===== src/rtl/serial_add_pkg.sv =====
// Shared definitions for the bit-serial adder controller: FSM state encoding
// and the default operand width.
package serial_add_pkg;

    localparam int DEFAULT_WIDTH = 8;

    typedef enum logic [1:0] {
        IDLE = 2'd0,
        RUN  = 2'd1,
        DONE = 2'd2
    } state_e;

endpackage


===== src/rtl/full_adder.sv =====
// Single-bit full adder; the only arithmetic element of the serial datapath.
module full_adder (
    input  logic a,
    input  logic b,
    input  logic c_in,
    output logic sum,
    output logic c_out
);

    assign sum   = a ^ b ^ c_in;
    assign c_out = (a & b) | (c_in & (a ^ b));

endmodule


===== src/rtl/serial_add_ctrl.sv =====
// Bit-serial adder: one operand bit per RUN cycle through a single full_adder.
// Optional macro SERIAL_ADD_OVF_EN adds a registered signed-overflow output.
module serial_add_ctrl
    import serial_add_pkg::*;
#(
    parameter int WIDTH = DEFAULT_WIDTH
) (
    input  logic             clk,
    input  logic             rst_n,
    input  logic             start,
    input  logic [WIDTH-1:0] a,
    input  logic [WIDTH-1:0] b,
    input  logic             c_in,
    output logic             busy,
    output logic             done,
    output logic [WIDTH-1:0] sum,
    output logic             c_out
`ifdef SERIAL_ADD_OVF_EN
    ,
    output logic             overflow
`endif
);

    localparam int CW = $clog2(WIDTH + 1);

    state_e           state_r;
    logic [WIDTH-1:0] a_sr_r;
    logic [WIDTH-1:0] b_sr_r;
    logic [WIDTH-1:0] sum_sr_r;
    logic             carry_r;
    logic [CW-1:0]    cnt_r;
    logic [WIDTH-1:0] sum_r;
    logic             c_out_r;
    logic             busy_r;
    logic             done_r;
`ifdef SERIAL_ADD_OVF_EN
    logic             ovf_r;
`endif

    logic             fa_sum_s;
    logic             fa_cout_s;
    logic [WIDTH-1:0] sum_sh_s;
    logic             last_bit_s;
    logic             accept_s;

    full_adder u_fa (
        .a     (a_sr_r[0]),
        .b     (b_sr_r[0]),
        .c_in  (carry_r),
        .sum   (fa_sum_s),
        .c_out (fa_cout_s)
    );

    // Next sum shift-register value: new bit enters at the MSB.
    always_comb begin
        sum_sh_s            = sum_sr_r >> 1'b1;
        sum_sh_s[WIDTH-1]   = fa_sum_s;
    end

    assign last_bit_s = (cnt_r == CW'(WIDTH - 1));
    assign accept_s   = start && ((state_r == IDLE) || (state_r == DONE));

    // FSM, datapath shift registers and registered results.
    always_ff @(posedge clk) begin
        if (!rst_n) begin
            state_r  <= IDLE;
            a_sr_r   <= {WIDTH{1'b0}};
            b_sr_r   <= {WIDTH{1'b0}};
            sum_sr_r <= {WIDTH{1'b0}};
            carry_r  <= 1'b0;
            cnt_r    <= {CW{1'b0}};
            sum_r    <= {WIDTH{1'b0}};
            c_out_r  <= 1'b0;
            busy_r   <= 1'b0;
            done_r   <= 1'b0;
`ifdef SERIAL_ADD_OVF_EN
            ovf_r    <= 1'b0;
`endif
        end else begin
            case (state_r)
                RUN: begin
                    a_sr_r   <= a_sr_r >> 1'b1;
                    b_sr_r   <= b_sr_r >> 1'b1;
                    sum_sr_r <= sum_sh_s;
                    carry_r  <= fa_cout_s;
                    cnt_r    <= cnt_r + CW'(1);
                    if (last_bit_s) begin
                        state_r <= DONE;
                        sum_r   <= sum_sh_s;
                        c_out_r <= fa_cout_s;
`ifdef SERIAL_ADD_OVF_EN
                        // carry_r here is the carry into the MSB
                        ovf_r   <= carry_r ^ fa_cout_s;
`endif
                        busy_r  <= 1'b0;
                        done_r  <= 1'b1;
                    end else begin
                        state_r <= RUN;
                        busy_r  <= 1'b1;
                        done_r  <= 1'b0;
                    end
                end
                IDLE, DONE: begin
                    if (accept_s) begin
                        a_sr_r   <= a;
                        b_sr_r   <= b;
                        sum_sr_r <= {WIDTH{1'b0}};
                        carry_r  <= c_in;
                        cnt_r    <= {CW{1'b0}};
                        state_r  <= RUN;
                        busy_r   <= 1'b1;
                    end else begin
                        state_r  <= IDLE;
                        busy_r   <= 1'b0;
                    end
                    done_r <= 1'b0;
                end
                default: begin
                    state_r <= IDLE;
                    busy_r  <= 1'b0;
                    done_r  <= 1'b0;
                end
            endcase
        end
    end

    assign busy  = busy_r;
    assign done  = done_r;
    assign sum   = sum_r;
    assign c_out = c_out_r;
`ifdef SERIAL_ADD_OVF_EN
    assign overflow = ovf_r;
`endif

endmodule


===== config.mk =====
export PLATFORM = sky130hd
export DESIGN_NAME = serial_add_ctrl
export DESIGN_NICKNAME = d
export VERILOG_FILES = /design/src/rtl/serial_add_pkg.sv /design/src/rtl/full_adder.sv /design/src/rtl/serial_add_ctrl.sv
export SDC_FILE = /design/constraint.sdc
export NUM_CORES = 1
export LEC_CHECK = 0
export BUFFER_PORTS_ARGS = -buffer_cell sky130_fd_sc_hd__buf_2
export CORE_ASPECT_RATIO = 1.5
export CORE_UTILIZATION = 35
export CTS_CLUSTER_SIZE = 8
export DETAILED_ROUTE_END_ITERATION = 16
export GPL_TIMING_DRIVEN = 1
export HOLD_SLACK_MARGIN = 0.1
export PLACE_DENSITY = 0.56
export RECOVER_POWER = 25
export SLEW_MARGIN = 20
export SYNTH_ARGS = -nofsm -noshare
export SYNTH_HDL_FRONTEND = slang
export SYNTH_HIERARCHICAL = 1
export SYNTH_SLANG_ARGS = --single-unit

===== constraint.sdc =====
create_clock -name clk -period 2.6 [get_ports clk]
set_input_delay 0.39 -clock clk [delete_from_list [all_inputs] [get_ports clk]]
set_output_delay 0.39 -clock clk [all_outputs]
set_load 0.02 [all_outputs]

* Word-level counts from Yosys, hierarchy flattened
Cells that the tools add are included.
** Word-level totals
- Flip-flop bits (word level) :: 42
- Latch bits :: 0
- Bits in writable memories :: 0
- ROM bits :: 0
- Input bits :: 20
- Output and inout bits :: 11
- Word-level logic and storage cells :: 45
- Memories kept :: 0
** Operators by class
- Add/sub/neg operators :: 1
- $mul :: 0
- Div/mod/pow operators :: 0
- Magnitude comparators :: 0
- Equality and inequality tests :: 4
- Shift-type cells :: 0
- Mux-type cells :: 17
- Bitwise logic cells :: 5
- Reduce and logical (&&, ||, !) cells :: 8
** Operators with widths (count)
- $pmux W8 S2 :: 3
- $mux W8 :: 3
- $pmux W4 S2 :: 1
- $reduce_and A2 Y1 :: 3
- $mux W1 :: 5
- $add A4 B1 Y4 const B :: 1
- $eq A4 B3 Y1 const B :: 1
- $mux W4 :: 1
- $pmux W1 S2 :: 2
- $pmux W2 S2 :: 1
- $and A1 B1 Y1 :: 2
- $eq A2 B1 Y1 const B :: 1
- $eq A2 B2 Y1 const B :: 1
- $logic_not A2 Y1 :: 1
- $mux W2 :: 1
- $ne A2 B2 Y1 const B :: 1
- $reduce_bool A2 Y1 :: 1
- $reduce_or A2 Y1 :: 1
- $xor A1 B1 Y1 :: 2
- $logic_and A1 B1 Y1 :: 1
- $logic_or A1 B1 Y1 :: 1
- $or A1 B1 Y1 :: 1

* Depth between registers and ports, before layout
- Word-level depth :: 5
- Depth in mapped cells :: 6
- Mapped depth without buffers :: 4

* Cells and area by module
Netlist, hierarchy kept.
** Modules (own cells, without submodules)
- serial_add_ctrl :: times used 1, cells each 184, area an instance 1830.5 sq um, sequential area each 800.8 sq um
- full_adder :: times used 1, cells each 1, area an instance 20.0 sq um, sequential area each 0.0 sq um

* Least setup slack after synthesis
Ideal clock, no wire load.
- Path type :: reg-to-reg
- From :: register state_r[0]
- To :: register a_sr_r[0]
- Library setup time :: 0.145 ns
- Arrival time :: 1.142 ns
- Data required time :: 2.455 ns
- Slack :: 1.313 ns
- Stages on the path, launching flop included :: 6
- Buffers on the path :: 2
- Clock period less this slack :: 1.287 ns
- Cell sequence :: dfxtp_1 buf_6 or2b_2 nand2_8 buf_12 a211oi_2
** On the way
- Word-level cells in the longest chain between the ends :: 5
- Elaborated cells between the ends (all ways) :: 10
- Those cells by class :: eq/ne (3); mux (1); reduce/logical (6)
** Ends and longest elaborated chain
- start, declared :: line serial_add_ctrl.sv:26 : state_e state_r;
- start signal, assigned :: line serial_add_ctrl.sv:66 : state_r <= IDLE;
- start signal, assigned :: line serial_add_ctrl.sv:88 : state_r <= DONE;
- start signal, assigned :: line serial_add_ctrl.sv:98 : state_r <= RUN;
- $eq A2 B2 Y1 / $logic_not A2 Y1 (equally long branches) :: line serial_add_ctrl.sv:61, serial_add_ctrl.sv:80
- $logic_or A1 B1 Y1 :: line serial_add_ctrl.sv:61 : assign accept_s = start && ((state_r == IDLE) || (state_r == DONE));
- $logic_and A1 B1 Y1 :: line serial_add_ctrl.sv:61
- $ne A2 B2 Y1 (no source line)
- $reduce_and A2 Y1 (no source line)
- end signal, assigned :: line serial_add_ctrl.sv:67 : a_sr_r <= {WIDTH{1'b0}};
- end signal, assigned :: line serial_add_ctrl.sv:82 : a_sr_r <= a_sr_r >> 1'b1;
- end, declared :: line serial_add_ctrl.sv:27 : logic [WIDTH-1:0] a_sr_r;
Parallel ways exist; a longest one is shown, timed or not.
A chain may end at the register's enable or synchronous reset.

* Worst setup path after layout
- From :: register state_r[0]
- To :: register c_out_r, in the netlist c_out
** On the way
- Word-level cells in the longest chain between the ends :: 2
** Ends and longest elaborated chain
- $eq A2 B1 Y1 :: line serial_add_ctrl.sv:80 : case (state_r)
- $reduce_and A2 Y1 (no source line)
- end signal, assigned :: line serial_add_ctrl.sv:90 : c_out_r <= fa_cout_s;
- end, declared :: line serial_add_ctrl.sv:33 : logic c_out_r;
No other way between the ends.

==> results.md <==
Clocking:
- The clock tree from TritonCTS is done.
- In this run the number of H-tree levels came out at 2.
- Counting the buffers created by CTS gives 5.
- The tree built by TritonCTS fans out to 40 sinks.
- The root buffer cell is sky130_fd_sc_hd__clkbuf_8.
- The latest clock arrival within the worst-skew pair is 0.29 ns.
- The cts-stage hold buffer count is 0.
- Clock-pin slew was measured on the worst setup and hold paths at about 0.080 ns.
- Counting along the longest clock path gives a buffer depth of 2.
- The count of instances resized after the clock tree is built is 0.
- After clock tree synthesis, the setup repair step added 0 buffers.

Die:
- The floorplan step defined a die boundary enclosing between 5000 and 6000 µm².
- The x dimension of the die is roughly 61 µm.
- In this run the core area contains 32 standard-cell rows.
- The initial utilization of the core area, before any placement, comes to 0.361.
- 31 I/O pins were placed.
- The die height is approximately 90 µm.
- The standard cell core area is roughly 5100 µm².

Layout:
- The share of final-layout standard cells stronger than drive strength 1 is 0.212.
- The footprint of the flip-flops and latches is ~800 µm².
- The repair_antennas step left the layout with diodes totalling 0.
- The layout-stage area growth over the synthesis result is 10.8%.
- The number of fill cells is 542.
- In the final layout, the multi-input gates occupy between 900 and 1000 µm².
- The top cell types in the final layout, fill and taps aside, are 40 x sky130_fd_sc_hd__dfxtp_1, 28 x sky130_fd_sc_hd__nand2_1, 24 x sky130_fd_sc_hd__mux2i_1.
- The total number of nets in the final design is between 200 and 250.
- The commonest non-fill, non-tap cell in the layout is sky130_fd_sc_hd__dfxtp_1.

Synthesis:
- After technology mapping, the gate count stands at 185.
- The flip-flop and latch count after synthesis is 40.
- The count of cell types in the netlist is 31.
- The share of the Yosys chip area taken by registers is 0.433.
- The number of warnings printed during yosys synthesis is 6.
- The cell area that synthesis handed to floorplanning was 1850 µm².
- A synthesized cell averages between 10 and 15 µm².
- The number of nets produced by synthesis is approximately 210.

Timing:
- Based on the critical path, the design can be clocked at up to 524 MHz.
- The worst-case headroom to the max-slew limit is 0.476.
- The total count of hold-check failures in the final report is 0.
- The number of pins with negative max-slew slack in the final report came to 0.
- The slew at the pin closest to its max-slew limit is about 0.8 ns.
- Summed over all failing endpoints, the final setup total negative slack is 0 ns.
- Dividing the final minimum period by the clock period gives 0.734.
- Setup slack closes at approximately 0.7 ns.
- Setup violations remaining at the end of the flow were counted as 0.
- Between clock sinks in the finished design, the worst skew comes to about 0.0091 ns.
- The routed design could run at a clock period as short as about 1.9 ns.
- Setup repair after global routing left no endpoint under its margin.

GRT:
- Summed over all layers, the global routing overflow is 0.
- The initial antenna violation count came to 0.
- The wire length of the first global-routing pass is just over 6 mm.
- Entering global routing, the biggest net connects 27 pins.
- The total global routing track utilization is 0.148.
- The via count of the first global-routing pass is 1302.

Pwr:
- For this design the static power due to leakage is between 0.7 and 0.8 nW.
- The power per cell area is approximately 650 nW/µm².
- The peak ir drop on the vdd network is 0.253 mV.

Critical path:
- By startpoint and endpoint, the worst setup path is classified as reg -> reg.
- The element type at the critical path end is a flip-flop.
- The kind of start point of the critical path is a flip-flop.
- Data on the critical path is required at its endpoint by 2.82 ns.
- The worst path arrival time is 2.13 ns.
- The worst-path maximum fanout is 14.

Run:
- The max-cap check violation count is 0.

Place:
- Before CTS, the worst setup slack after placement is roughly 0.69 ns.
- The final weighted congestion of routability-driven global placement is 0.734.
- The count of input and output buffers is 30.
- Detailed placement ended at an HPWL of around 2.4 mm.

Drt:
- After detailed routing, the number of vias per cell comes to 4.86.
- The total wire length is roughly 3.6 mm.
- The number of iterations in the first detailed-routing pass is 4.
- The total number of vias is 1342.
- The DRC marker count from the first detailed-route iteration is 52.
- The detail-routed net length per standard cell is between 10 and 15 µm.
- After detailed routing, the number of remaining DRC violations is 0.
- The detail route stage leaves a number of antenna-violating nets equal to 0.

Status:
- The flow ran to the end, and the final reports show no timing, DRC or antenna violations.

Hold path:
- The min-delay analysis places its worst path in the category in -> reg.
-- cell type report --
class,count,area share
multi-input combinational,127,0.440
timing repair buffer,32,0.0739
clock buffer,6,0.0354
inverter,1,0.00183
sequential,40,0.391
tap,68,0.0415
clock inverter,2,0.0171
-- Yosys cell counts --
library cell / count / share of area
sky130_fd_sc_hd__nand2_1: 28 / 0.057
sky130_fd_sc_hd__buf_4: 4 / 0.016
sky130_fd_sc_hd__a211oi_2: 11 / 0.074
sky130_fd_sc_hd__clkbuf_4: 1 / 0.0041
sky130_fd_sc_hd__nand2b_1: 2 / 0.0068
sky130_fd_sc_hd__buf_12: 1 / 0.011
sky130_fd_sc_hd__nor2b_2: 1 / 0.0047
sky130_fd_sc_hd__nand4b_1: 1 / 0.0047
sky130_fd_sc_hd__o21ai_0: 1 / 0.0027
sky130_fd_sc_hd__o31a_1: 1 / 0.0047
sky130_fd_sc_hd__nor2_8: 1 / 0.011
sky130_fd_sc_hd__fa_1: 1 / 0.011
sky130_fd_sc_hd__a211oi_1: 5 / 0.020
sky130_fd_sc_hd__nor2b_4: 1 / 0.0074
sky130_fd_sc_hd__buf_1: 1 / 0.0020
sky130_fd_sc_hd__nor3_1: 18 / 0.049
sky130_fd_sc_hd__nor3b_1: 2 / 0.0081
sky130_fd_sc_hd__and3_1: 1 / 0.0034
sky130_fd_sc_hd__nand3_1: 10 / 0.027
sky130_fd_sc_hd__mux2i_1: 24 / 0.13
sky130_fd_sc_hd__clkbuf_1: 3 / 0.0061
sky130_fd_sc_hd__nor2_1: 2 / 0.0041
sky130_fd_sc_hd__inv_1: 1 / 0.0020
sky130_fd_sc_hd__a21oi_1: 13 / 0.035
sky130_fd_sc_hd__nand3b_1: 1 / 0.0041
sky130_fd_sc_hd__dfxtp_1: 40 / 0.43
sky130_fd_sc_hd__nand2_8: 1 / 0.011
sky130_fd_sc_hd__buf_2: 1 / 0.0027
sky130_fd_sc_hd__ha_1: 1 / 0.0068
sky130_fd_sc_hd__or2b_2: 1 / 0.0047
sky130_fd_sc_hd__buf_6: 6 / 0.037
-- critical path, cell delays in order (launching register included) --
cell and delay [ns]:
sky130_fd_sc_hd__dfxtp_1 0.67, sky130_fd_sc_hd__nand2b_1 0.57, sky130_fd_sc_hd__nor2_8 0.39, sky130_fd_sc_hd__mux2i_1 0.21
-- stage by stage --
stage                     cell area (µm²)  power, mW  hold WS [ns]  instances   util
after floorplan                      1850      0.846         0.438        185      -
after global placement               1960      0.862         0.442        268  0.382
after detailed placement             1960      0.864         0.446        268  0.382
after CTS                            2060       1.36         0.335        276  0.403
after global routing                 2050       1.42         0.342        276  0.400
final                                2050       1.34         0.341        276  0.400
-- report_power, final --
group	switching [mW]	internal, mW	total (mW)	leakage [nW]
logic	0.103	0.0726	0.176	0.348
registers	0.0244	0.645	0.670	0.327
clock network	0.211	0.285	0.496	0.0552
-- final timing paths --
check / slack [ns] / endpoint / start / cells past startpoint
setup / recovery: 0.69 / c_out / state_r[0] / 3
hold / removal: 0.34 / b_sr_r[7] / b[7] / 3
setup reg to reg: 0.69 / c_out / state_r[0] / 3
hold reg to reg: 0.46 / c_out / c_out / 2
-- registers in the layout (all words and copies together), names as in the netlist --
| register | count |
|---|---|
| a_sr_r | 8 |
| b_sr_r | 8 |
| sum | 8 |
| sum_sr_r | 7 |
| cnt_r | 4 |
| state_r | 2 |
| c_out | 1 |
| carry_r | 1 |
| done | 1 |
-- metal layers --
metal,GRT usage,vias up,share of wire
li1,-,694,-
met1,0.180,619,0.44
met4,0.0611,0,0.020
met2,0.231,24,0.49
met3,0.0527,5,0.041
met5,0,-,0
-- kinds of logic after synthesis --
| logic type | Yosys count | synth area share |
|---|---|---|
| buffers and inverters | 18 | 0.0805 |
| DFF | 40 | 0.433 |
| muxes | 24 | 0.130 |
| adders and majority gates | 2 | 0.0176 |
| and+or+nand+nor | 70 | 0.202 |
| AOI/OAI and AO/OA | 31 | 0.137 |
(Power assumes the default switching activity.)
